===== config.mk =====
export PLATFORM = sky130hd
export DESIGN_NAME = cert_chain_sequencer
export DESIGN_NICKNAME = d
export VERILOG_FILES = /design/src/rtl/cert_chain_sequencer_pkg.sv /design/src/rtl/cert_chunk_timeout.sv /design/src/rtl/cert_chain_sequencer.sv
export SDC_FILE = /design/constraint.sdc
export NUM_CORES = 1
export LEC_CHECK = 0
export CELL_PAD_IN_SITES_DETAIL_PLACEMENT = 0
export CELL_PAD_IN_SITES_GLOBAL_PLACEMENT = 1
export CORE_UTILIZATION = 37
export CTS_CLUSTER_DIAMETER = 40
export CTS_CLUSTER_SIZE = 40
export DETAILED_ROUTE_END_ITERATION = 16
export HOLD_SLACK_MARGIN = 0.12
export PLACE_DENSITY = 0.83
export SLEW_MARGIN = 20
export SYNTH_ARGS = -nofsm -noshare
export SYNTH_HDL_FRONTEND = slang
export SYNTH_SLANG_ARGS = --single-unit

===== constraint.sdc =====
create_clock -name clk -period 9.3 [get_ports clk]
set_input_delay 1.86 -clock clk [delete_from_list [all_inputs] [get_ports clk]]
set_output_delay 1.86 -clock clk [all_outputs]
set_load 0.03 [all_outputs]

===== src/rtl/cert_chain_sequencer_pkg.sv =====
// Shared definitions for the certificate chain sequencer: state encoding, result codes,
// slot identifiers and the per-slot certificate counts also used by the comparator table.
package cert_chain_sequencer_pkg;

    localparam int unsigned MSG_LEN                 = 96;
    localparam int unsigned SIZE_OF_HEADER_VARS     = 4;
    localparam int unsigned SIZE_OF_HEADER_IN_BYTES = 8;
    localparam int unsigned DEF_PAYLOAD_W           = MSG_LEN - (SIZE_OF_HEADER_VARS * SIZE_OF_HEADER_IN_BYTES);

    localparam int unsigned DEF_SLOT0_CERTS    = 6;
    localparam int unsigned DEF_SLOT1_CERTS    = 4;
    localparam int unsigned DEF_SLOT2_CERTS    = 5;
    localparam int unsigned DEF_TIMEOUT_CYCLES = 1024;

    typedef enum logic [2:0] {
        ST_IDLE,
        ST_REQ,
        ST_WAIT,
        ST_CHECK,
        ST_EVAL,
        ST_DONE
    } seq_state_t;

    localparam logic [1:0] ERR_NONE         = 2'd0;
    localparam logic [1:0] ERR_MISMATCH     = 2'd1;
    localparam logic [1:0] ERR_TIMEOUT      = 2'd2;
    localparam logic [1:0] ERR_SLOT_VERDICT = 2'd3;

    localparam logic [1:0] SLOT0        = 2'd0;
    localparam logic [1:0] SLOT1        = 2'd1;
    localparam logic [1:0] SLOT2        = 2'd2;
    localparam logic [1:0] SLOT_INVALID = 2'd3;

    // Index of the final certificate in a slot; counts are constrained to 1..255.
    function automatic logic [7:0] last_index(
        input logic [1:0]  slot,
        input int unsigned c0,
        input int unsigned c1,
        input int unsigned c2
    );
        logic [7:0] v;
        v = '0;
        case (slot)
            SLOT0:   v = 8'(c0);
            SLOT1:   v = 8'(c1);
            SLOT2:   v = 8'(c2);
            default: v = '0;
        endcase
        return v;
    endfunction

endpackage


===== src/rtl/cert_chunk_timeout.sv =====
// Loadable down-counter guarding the chunk wait; o_expired flags the final allowed cycle
// while counting is enabled.
module cert_chunk_timeout #(
    parameter int unsigned LOAD_VALUE = 1023
) (
    input  logic clk,
    input  logic rst,
    input  logic i_load,
    input  logic i_clear,
    input  logic i_dec,
    output logic o_expired
);

    localparam int unsigned CW = (LOAD_VALUE < 1) ? 1 : $clog2(LOAD_VALUE + 1);

    logic [CW-1:0] r_count;

    always_ff @(posedge clk or posedge rst) begin
        if (rst) begin
            r_count <= '0;
        end else if (i_clear) begin
            r_count <= '0;
        end else if (i_load) begin
            r_count <= CW'(LOAD_VALUE);
        end else if (i_dec && (r_count != '0)) begin
            r_count <= r_count - CW'(1);
        end
    end

    assign o_expired = i_dec && (r_count == '0);

endmodule


===== src/rtl/cert_chain_sequencer.sv =====
// Walks every certificate of a selected slot through the comparator, one chunk per
// request, and folds the per-chunk verdicts into a sticky chain pass/fail result.
module cert_chain_sequencer #(
    parameter int unsigned PAYLOAD_W      = cert_chain_sequencer_pkg::DEF_PAYLOAD_W,
    parameter int unsigned SLOT0_CERTS    = cert_chain_sequencer_pkg::DEF_SLOT0_CERTS,
    parameter int unsigned SLOT1_CERTS    = cert_chain_sequencer_pkg::DEF_SLOT1_CERTS,
    parameter int unsigned SLOT2_CERTS    = cert_chain_sequencer_pkg::DEF_SLOT2_CERTS,
    parameter int unsigned TIMEOUT_CYCLES = cert_chain_sequencer_pkg::DEF_TIMEOUT_CYCLES
) (
    input  logic                 clk,
    input  logic                 Reset,
    input  logic                 Start,
    input  logic [1:0]           Slot_sel,
    input  logic                 Abort,
    output logic                 Req_chunk,
    output logic [7:0]           Req_index,
    input  logic                 Chunk_valid,
    output logic                 Chunk_ready,
    input  logic [PAYLOAD_W-1:0] Chunk_data,
    output logic                 Cmp_Enable,
    output logic [1:0]           Cmp_slot,
    output logic [7:0]           Cmp_counter,
    output logic [PAYLOAD_W-1:0] Cmp_payload,
    input  logic                 Cmp_valid,
    input  logic                 Cmp_error,
    output logic                 Busy,
    output logic                 Done,
    output logic                 Chain_valid,
    output logic                 Chain_error,
    output logic [1:0]           Err_code
);

    import cert_chain_sequencer_pkg::*;

    seq_state_t           r_state;
    logic [7:0]           r_counter;
    logic                 r_req_chunk;
    logic [7:0]           r_req_index;
    logic                 r_chunk_ready;
    logic                 r_cmp_enable;
    logic [1:0]           r_slot;
    logic [7:0]           r_cmp_counter;
    logic [PAYLOAD_W-1:0] r_cmp_payload;
    logic                 r_busy;
    logic                 r_done;
    logic                 r_chain_valid;
    logic                 r_chain_error;
    logic [1:0]           r_err_code;

    logic       w_accept;
    logic       w_tmr_load;
    logic       w_tmr_dec;
    logic       w_expired;
    logic [7:0] w_last;

    assign w_accept   = (r_state == ST_WAIT) && Chunk_valid && r_chunk_ready;
    assign w_tmr_load = (r_state == ST_REQ);
    // Counting stops in the cycle a chunk lands, so a late chunk beats the timeout.
    assign w_tmr_dec  = (r_state == ST_WAIT) && !w_accept;
    assign w_last     = last_index(r_slot, SLOT0_CERTS, SLOT1_CERTS, SLOT2_CERTS);

    cert_chunk_timeout #(
        .LOAD_VALUE(TIMEOUT_CYCLES - 1)
    ) u_timeout (
        .clk      (clk),
        .rst      (Reset),
        .i_load   (w_tmr_load),
        .i_clear  (w_accept),
        .i_dec    (w_tmr_dec),
        .o_expired(w_expired)
    );

    always_ff @(posedge clk or posedge Reset) begin
        if (Reset) begin
            r_state       <= ST_IDLE;
            r_counter     <= '0;
            r_req_chunk   <= 1'b0;
            r_req_index   <= '0;
            r_chunk_ready <= 1'b0;
            r_cmp_enable  <= 1'b0;
            r_slot        <= '0;
            r_cmp_counter <= '0;
            r_cmp_payload <= '0;
            r_busy        <= 1'b0;
            r_done        <= 1'b0;
            r_chain_valid <= 1'b0;
            r_chain_error <= 1'b0;
            r_err_code    <= ERR_NONE;
        end else begin
            r_req_chunk <= 1'b0;
            r_done      <= 1'b0;
            if (Abort) begin
                r_state       <= ST_IDLE;
                r_busy        <= 1'b0;
                r_chunk_ready <= 1'b0;
                r_cmp_enable  <= 1'b0;
            end else begin
                unique case (r_state)
                    ST_IDLE: begin
                        if (Start) begin
                            r_chain_valid <= 1'b0;
                            r_chain_error <= 1'b0;
                            r_err_code    <= ERR_NONE;
                            r_slot        <= Slot_sel;
                            r_busy        <= 1'b1;
                            if (Slot_sel == SLOT_INVALID) begin
                                r_state       <= ST_DONE;
                                r_done        <= 1'b1;
                                r_chain_error <= 1'b1;
                                r_err_code    <= ERR_SLOT_VERDICT;
                            end else begin
                                r_counter   <= 8'd1;
                                r_req_chunk <= 1'b1;
                                r_req_index <= 8'd1;
                                r_state     <= ST_REQ;
                            end
                        end
                    end
                    ST_REQ: begin
                        r_chunk_ready <= 1'b1;
                        r_state       <= ST_WAIT;
                    end
                    ST_WAIT: begin
                        if (w_accept) begin
                            r_cmp_payload <= Chunk_data;
                            r_cmp_counter <= r_counter;
                            r_chunk_ready <= 1'b0;
                            r_cmp_enable  <= 1'b1;
                            r_state       <= ST_CHECK;
                        end else if (w_expired) begin
                            r_chunk_ready <= 1'b0;
                            r_done        <= 1'b1;
                            r_chain_error <= 1'b1;
                            r_err_code    <= ERR_TIMEOUT;
                            r_state       <= ST_DONE;
                        end
                    end
                    ST_CHECK: begin
                        r_state <= ST_EVAL;
                    end
                    ST_EVAL: begin
                        // Dropping enable here leaves a low gap through REQ before the next chunk.
                        r_cmp_enable <= 1'b0;
                        if (Cmp_error) begin
                            r_done        <= 1'b1;
                            r_chain_error <= 1'b1;
                            r_err_code    <= ERR_MISMATCH;
                            r_state       <= ST_DONE;
                        end else if (Cmp_valid && (r_counter >= w_last)) begin
                            r_done        <= 1'b1;
                            r_chain_valid <= 1'b1;
                            r_state       <= ST_DONE;
                        end else if (Cmp_valid) begin
                            r_counter   <= r_counter + 8'd1;
                            r_req_chunk <= 1'b1;
                            r_req_index <= r_counter + 8'd1;
                            r_state     <= ST_REQ;
                        end else begin
                            r_done        <= 1'b1;
                            r_chain_error <= 1'b1;
                            r_err_code    <= ERR_SLOT_VERDICT;
                            r_state       <= ST_DONE;
                        end
                    end
                    ST_DONE: begin
                        r_busy  <= 1'b0;
                        r_state <= ST_IDLE;
                    end
                    default: begin
                        r_busy  <= 1'b0;
                        r_state <= ST_IDLE;
                    end
                endcase
            end
        end
    end

    assign Req_chunk   = r_req_chunk;
    assign Req_index   = r_req_index;
    assign Chunk_ready = r_chunk_ready;
    assign Cmp_Enable  = r_cmp_enable;
    assign Cmp_slot    = r_slot;
    assign Cmp_counter = r_cmp_counter;
    assign Cmp_payload = r_cmp_payload;
    assign Busy        = r_busy;
    assign Done        = r_done;
    assign Chain_valid = r_chain_valid;
    assign Chain_error = r_chain_error;
    assign Err_code    = r_err_code;

endmodule


* Word-level counts from Yosys, hierarchy flattened
Cells that the tools add are included.
Storage, ports and cells: register bits 104, bits of input ports 73, output and inout bits 91, word-level logic and storage cells 129
Operators by class: $add $sub $neg 2, $lt $le $gt $ge 1, eq/ne operators 21, mux-type cells 64, bitwise operators 1, reductions and logical operators 26
Operators by type and width (number):
- 2-to-1 mux 8 bit | 5
- 2-to-1 mux 1 bit | 30
- 2-to-1 mux 10 bit | 3
- 2-to-1 mux 3 bit | 8
- case mux 8 bit (2 select lines) | 1
- case mux 3 bit (5 select lines) | 1
- 2-to-1 mux 2 bit | 7
- != test 2 bit (second input constant) | 7
- AND reduction 7 bit | 2
- != test 3 bit (second input constant) | 4
- nonzero test 3 bit | 4
- zero test 10 bit | 1
- case mux 1 bit (2 select lines) | 5
- nonzero test 10 bit | 1
- subtractor 10 x 1 -> 10 bit (second input constant) | 1
- case mux 3 bit (3 select lines) | 1
- adder 8 x 1 -> 8 bit (second input constant) | 1
- >= comparator 8 bit | 1
- AND reduction 2 bit | 4
- equality test 3 x 2 -> 1 bit (second input constant) | 2
- logical AND 1 bit | 6
- case mux 1 bit (3 select lines) | 2
- case mux 2 bit (3 select lines) | 1
- AND reduction 3 bit | 2
- other kinds (13) | 15

* Longest topological paths before layout
depth in word-level cells 10, mapped depth 7, depth with buffers taken out 7

* Cells and area by module
From an unflattened synthesis, not the netlist that was laid out.
Second synthesis, totals: cell total of the unflattened synthesis 332, area, all modules 4429.2 sq um
Modules (own cells, without submodules):
- cert_chain_sequencer | instances 1, cells each 271, area an instance 3843.7 sq um, seq. area each 2352.3 sq um
- cert_chunk_timeout | instances 1, cells each 61, area an instance 585.6 sq um, seq. area each 250.2 sq um

* Worst setup path after synthesis
Ideal clock, no wire load.
path kind input -> register, start point input Abort, end point register r_err_code[1], in the netlist Err_code[1], library setup time 0.082 ns, arrival time 3.018 ns, required time 9.218 ns, slack 6.201 ns, stages 5, path buffers 1, cells stage by stage clkbuf_1 a211o_1 a2111oi_2 nor2_1 a31oi_1
On the way: word-level cells in the longest chain between the ends 2
RTL lines:
- start: declaration | RTL line cert_chain_sequencer.sv:14 | input logic Abort,
- NOT 1 bit (no line)
- AND reduction 7 bit (no line)
- end signal: assignment | RTL line cert_chain_sequencer.sv:88 | r_err_code <= ERR_NONE;
- end signal: assignment | RTL line cert_chain_sequencer.sv:103 | r_err_code <= ERR_NONE;
- end signal: assignment | RTL line cert_chain_sequencer.sv:110 | r_err_code <= ERR_SLOT_VERDICT;
- end: declaration | RTL line cert_chain_sequencer.sv:48 | logic [1:0] r_err_code;
Every way passes these cells. A chain may end at the register's enable or synchronous reset.

* Worst setup path after layout
start point input Chunk_valid, end point register r_cmp_payload[19], in the netlist Cmp_payload[19]
On the way: word-level cells in the longest chain between the ends 3
RTL lines:
- start: declaration | RTL line cert_chain_sequencer.sv:17 | input logic Chunk_valid,
- logical AND 1 bit (2 in a row) | RTL line cert_chain_sequencer.sv:56 | assign w_accept = (r_state == ST_WAIT) && Chunk_valid && r_chunk_ready;
- AND reduction 3 bit (no line)
- end signal: assignment | RTL line cert_chain_sequencer.sv:125 | r_cmp_payload <= Chunk_data;
- end: declaration | RTL line cert_chain_sequencer.sv:43 | logic [PAYLOAD_W-1:0] r_cmp_payload;
Every way passes these cells.

==> summary.md <==
| Metric | Value |
|---|---|
| Outcome | finished clean |
| Top-count cell post-synth | dfrtp_1 |
| Setup Crit Path Kind | primary input to flip-flop |
| Switch Pwr | 470 µW |
| RSZ-0062 raised after global routing | no |
| Unique cell type count in the Yosys netlist | 48 |
| Sw frac | 0.328 |
| Antenna Violating Nets Remaining | 0 |
| CTS Buffer Depth | 2 |
| Seq/Total Area, Yosys | 0.596 |
| Core region area | 0.0115 mm² |
| Global route overflow | 0 |
| Worst min-delay path class | flip-flop to flip-flop |
| Worst setup SP type | primary input |
| PwrDens | 223 mW/mm² |
| Vias in the first global route | 3,251 |
| Quantity of hold-fixing buffers added after cts | 0 |
| CTS buffer count | 9 |
| Post-synth top area cell | dfrtp_1 |
| YS warnings | 0 |
| DR pass1 iterations | 4 |
| DP HPWL | 7630 µm |
| Post-synth EDFFs | 0 |
| Crit-path cells | clkdlybuf4s50_1 > nand3_1 > nor2_4 > buf_4 > mux2_2 |
| FFs w/ async S/R, synth | 1.00 |
| Top cells by count, synth | 104 x dfrtp_1, 70 x mux2_2, 17 x nand2_1, 17 x nor2_1, 14 x a21oi_1 |
| Max Transition Viols Final | 0 |
| IO Count | 164 |
| Req. time, crit path | 9.52 ns |
| Skew-Pair Late Insertion Delay | 0.34 ns |
| Worst-margin pin slew | 0.905 ns |
| Final Net Count | 568 |
| Slew HR | 0.396 |
| Vias | 3,202 |
| First-pass GRT wire length | 17,200 µm |
| Crit end category | flip-flop |
| Hold Vio Cnt, Final | 0 |
| Leakage | 0.00286 µW |
| Clock transition at path regs | 0.07 ns |
| Worst path bufs/invs | 2 |
| Max Freq | 0.250 GHz |
| Internal power | 964 µW |
| Pin count of the biggest net entering global routing | 75 |
| Antenna Diode Count | 0 |
| DRC viols | 0 |
| Overall power | 1430 µW |
| Final Critical Period | 4.00 ns |
| Final period utilization | 0.430 |
| Sequential Power Share | 0.410 |
| Syn nets | 405 |
| Core Util, Final | 0.560 |
| Chip width | 111 µm |
| Area growth syn-to-layout | 47.0% |
| Clock sink count | 104 |
| Gate Count Post-Synth | 327 |
| # resized after CTS | 0 |
| Top FF cell, synth | dfrtp_1 |
| Crit-path leading delay family | buffers and inverters |
| Die H | 111 µm |
| Top-area cell type share of the netlist area | 0.596 |
| Mapped Area | 0.00437 mm² |
| Final RePlAce weighted congestion | 0.762 |
| Root Driver | clkbuf_16 |
| Top cells by area, synth | dfrtp_1 60%, mux2_2 18%, a21oi_1 1.6% |
| # Post-CTS Setup Buffers | 0 |
| Die area | 0.0122 mm² |
| MaxCap Viol Count | 0 |
| CP max FO | 46 |
| Max IR drop VDD | 110 µV |
| Vias per inst | 5.02 |
| GRT Overall Usage | 0.175 |
| Gate power share | 0.332 |
| Layout cells sized above 1 | 0.194 |
| Routed WL per cell | 16.1 µm |
| Critical Path Max Stage Delay | 0.65 ns |
| Setup violations, final | 0 |
| #FFs+latches synth | 104 |
| Min Hold Slack | 0.488 ns |
| Clock power share | 0.258 |
| Setup skew after layout | 0.0104 ns |
| Setup TNS | 0 ns |
| Starting density of the core | 0.381 |
| H-tree levels | 3 |
| CTS tree | done |
| Total Routed Length | 10,300 µm |
| Arrival time at the worst endpoint | 4.23 ns |
| IO buf count | 163 |
| Antenna violations before repair | 0 |
| # rows | 39 |
| Mapped Avg Cell Area | 13.4 µm² |
| 1st-iter DRT viols | 136 |
| Crit path max-delay cell type | nor2_4 |
[path summary, 6_finish.rpt]
check,from,to,slack (ns),depth (start not counted)
worst max-delay path,Chunk_valid,Cmp_payload[19],5.30,5
max in group asynchronous,Reset,Cmp_payload[31],6.18,3
worst min register to register,Cmp_payload[36],Cmp_payload[36],0.49,1
worst max register to register,r_state[1],Cmp_payload[19],6.33,5
min in group asynchronous,Reset,Cmp_payload[22],1.87,2
worst min-delay path,Cmp_payload[36],Cmp_payload[36],0.49,1
[through the flow]
stage	worst slack, ns	cell area [µm²]	instances
finish	5.30	6420	638
CTS	5.28	6420	638
global placement	5.00	6130	622
detailed placement	4.92	6130	622
floorplan	4.71	4370	327
global route	5.14	6420	638
[area by class of cell]
type                    count  area [µm²]
well taps                 143         179
inverters                   9        36.3
flip-flops and latches    104        2600
multi-input cells         201        1670
fillers                  1009        5050
clock buffers              11         233
repair buffers            165        1650
clock inverters             5        56.3
[state kept, by name, summed over array words and instances (netlist names), 2 cells and up]
register	flops
Cmp_payload	64
u_timeout.r_count	10
Cmp_counter	8
Req_index	8
r_state	3
Cmp_slot	2
Err_code	2
[power by group through the flow]
stage	clock network, µW	registers (µW)	logic (µW)
2_1_floorplan	0	726	138
3_3_place_gp	0	593	471
3_5_place_dp	0	598	480
4_1_cts	382	589	480
5_1_grt	400	600	504
6_report	370	588	475
[logic make-up (layout without fill, tap and decap cells)]
family / Yosys count / after routing / share of synthesized area
adders and majority gates: 5 / 5 / 0.0143
AOI/OAI and AO/OA: 45 / 45 / 0.0719
DFF: 104 / 104 / 0.596
muxes: 75 / 75 / 0.193
buffers and inverters: 22 / 190 / 0.0235
and+or+nand+nor: 71 / 71 / 0.0908
xor gates and xnor gates: 5 / 5 / 0.0100
[routing by layer]
metal / share of wire / GRT usage / vias up
met4: 0.018 / 0.0649 / 0
met3: 0.040 / 0.0401 / 15
met5: 0 / 0 / -
met1: 0.45 / 0.231 / 1584
met2: 0.49 / 0.283 / 98
li1: - / - / 1505
[worst reg2reg max path: cells and delay by family (launching register included)]
kind / cells / cell delay (ns)
simple gates: 3 / 1.26
buf+inv: 1 / 0.65
flops: 1 / 0.51
mux: 1 / 0.43
[layout by cell type (no fill, tap or decap), drive strengths merged, types with 2 or more instances in the layout]
cell type	instances
ha	5
nor2b	7
a211oi	2
clkinv	2
a21oi	14
nand3	2
a221oi	2
nor2	18
clkdlybuf4s50	163
nand2	18
a211o	2
nor3b	4
mux2	75
buf	2
inv	10
nor3	6
nand4b	3
o21ai	6
and2	2
and3	2
nor4	2
a31oi	8
xor2	4
a21o	3
clkbuf	11
dfrtp	104
No activity file was read; power rests on OpenSTA's default activity.
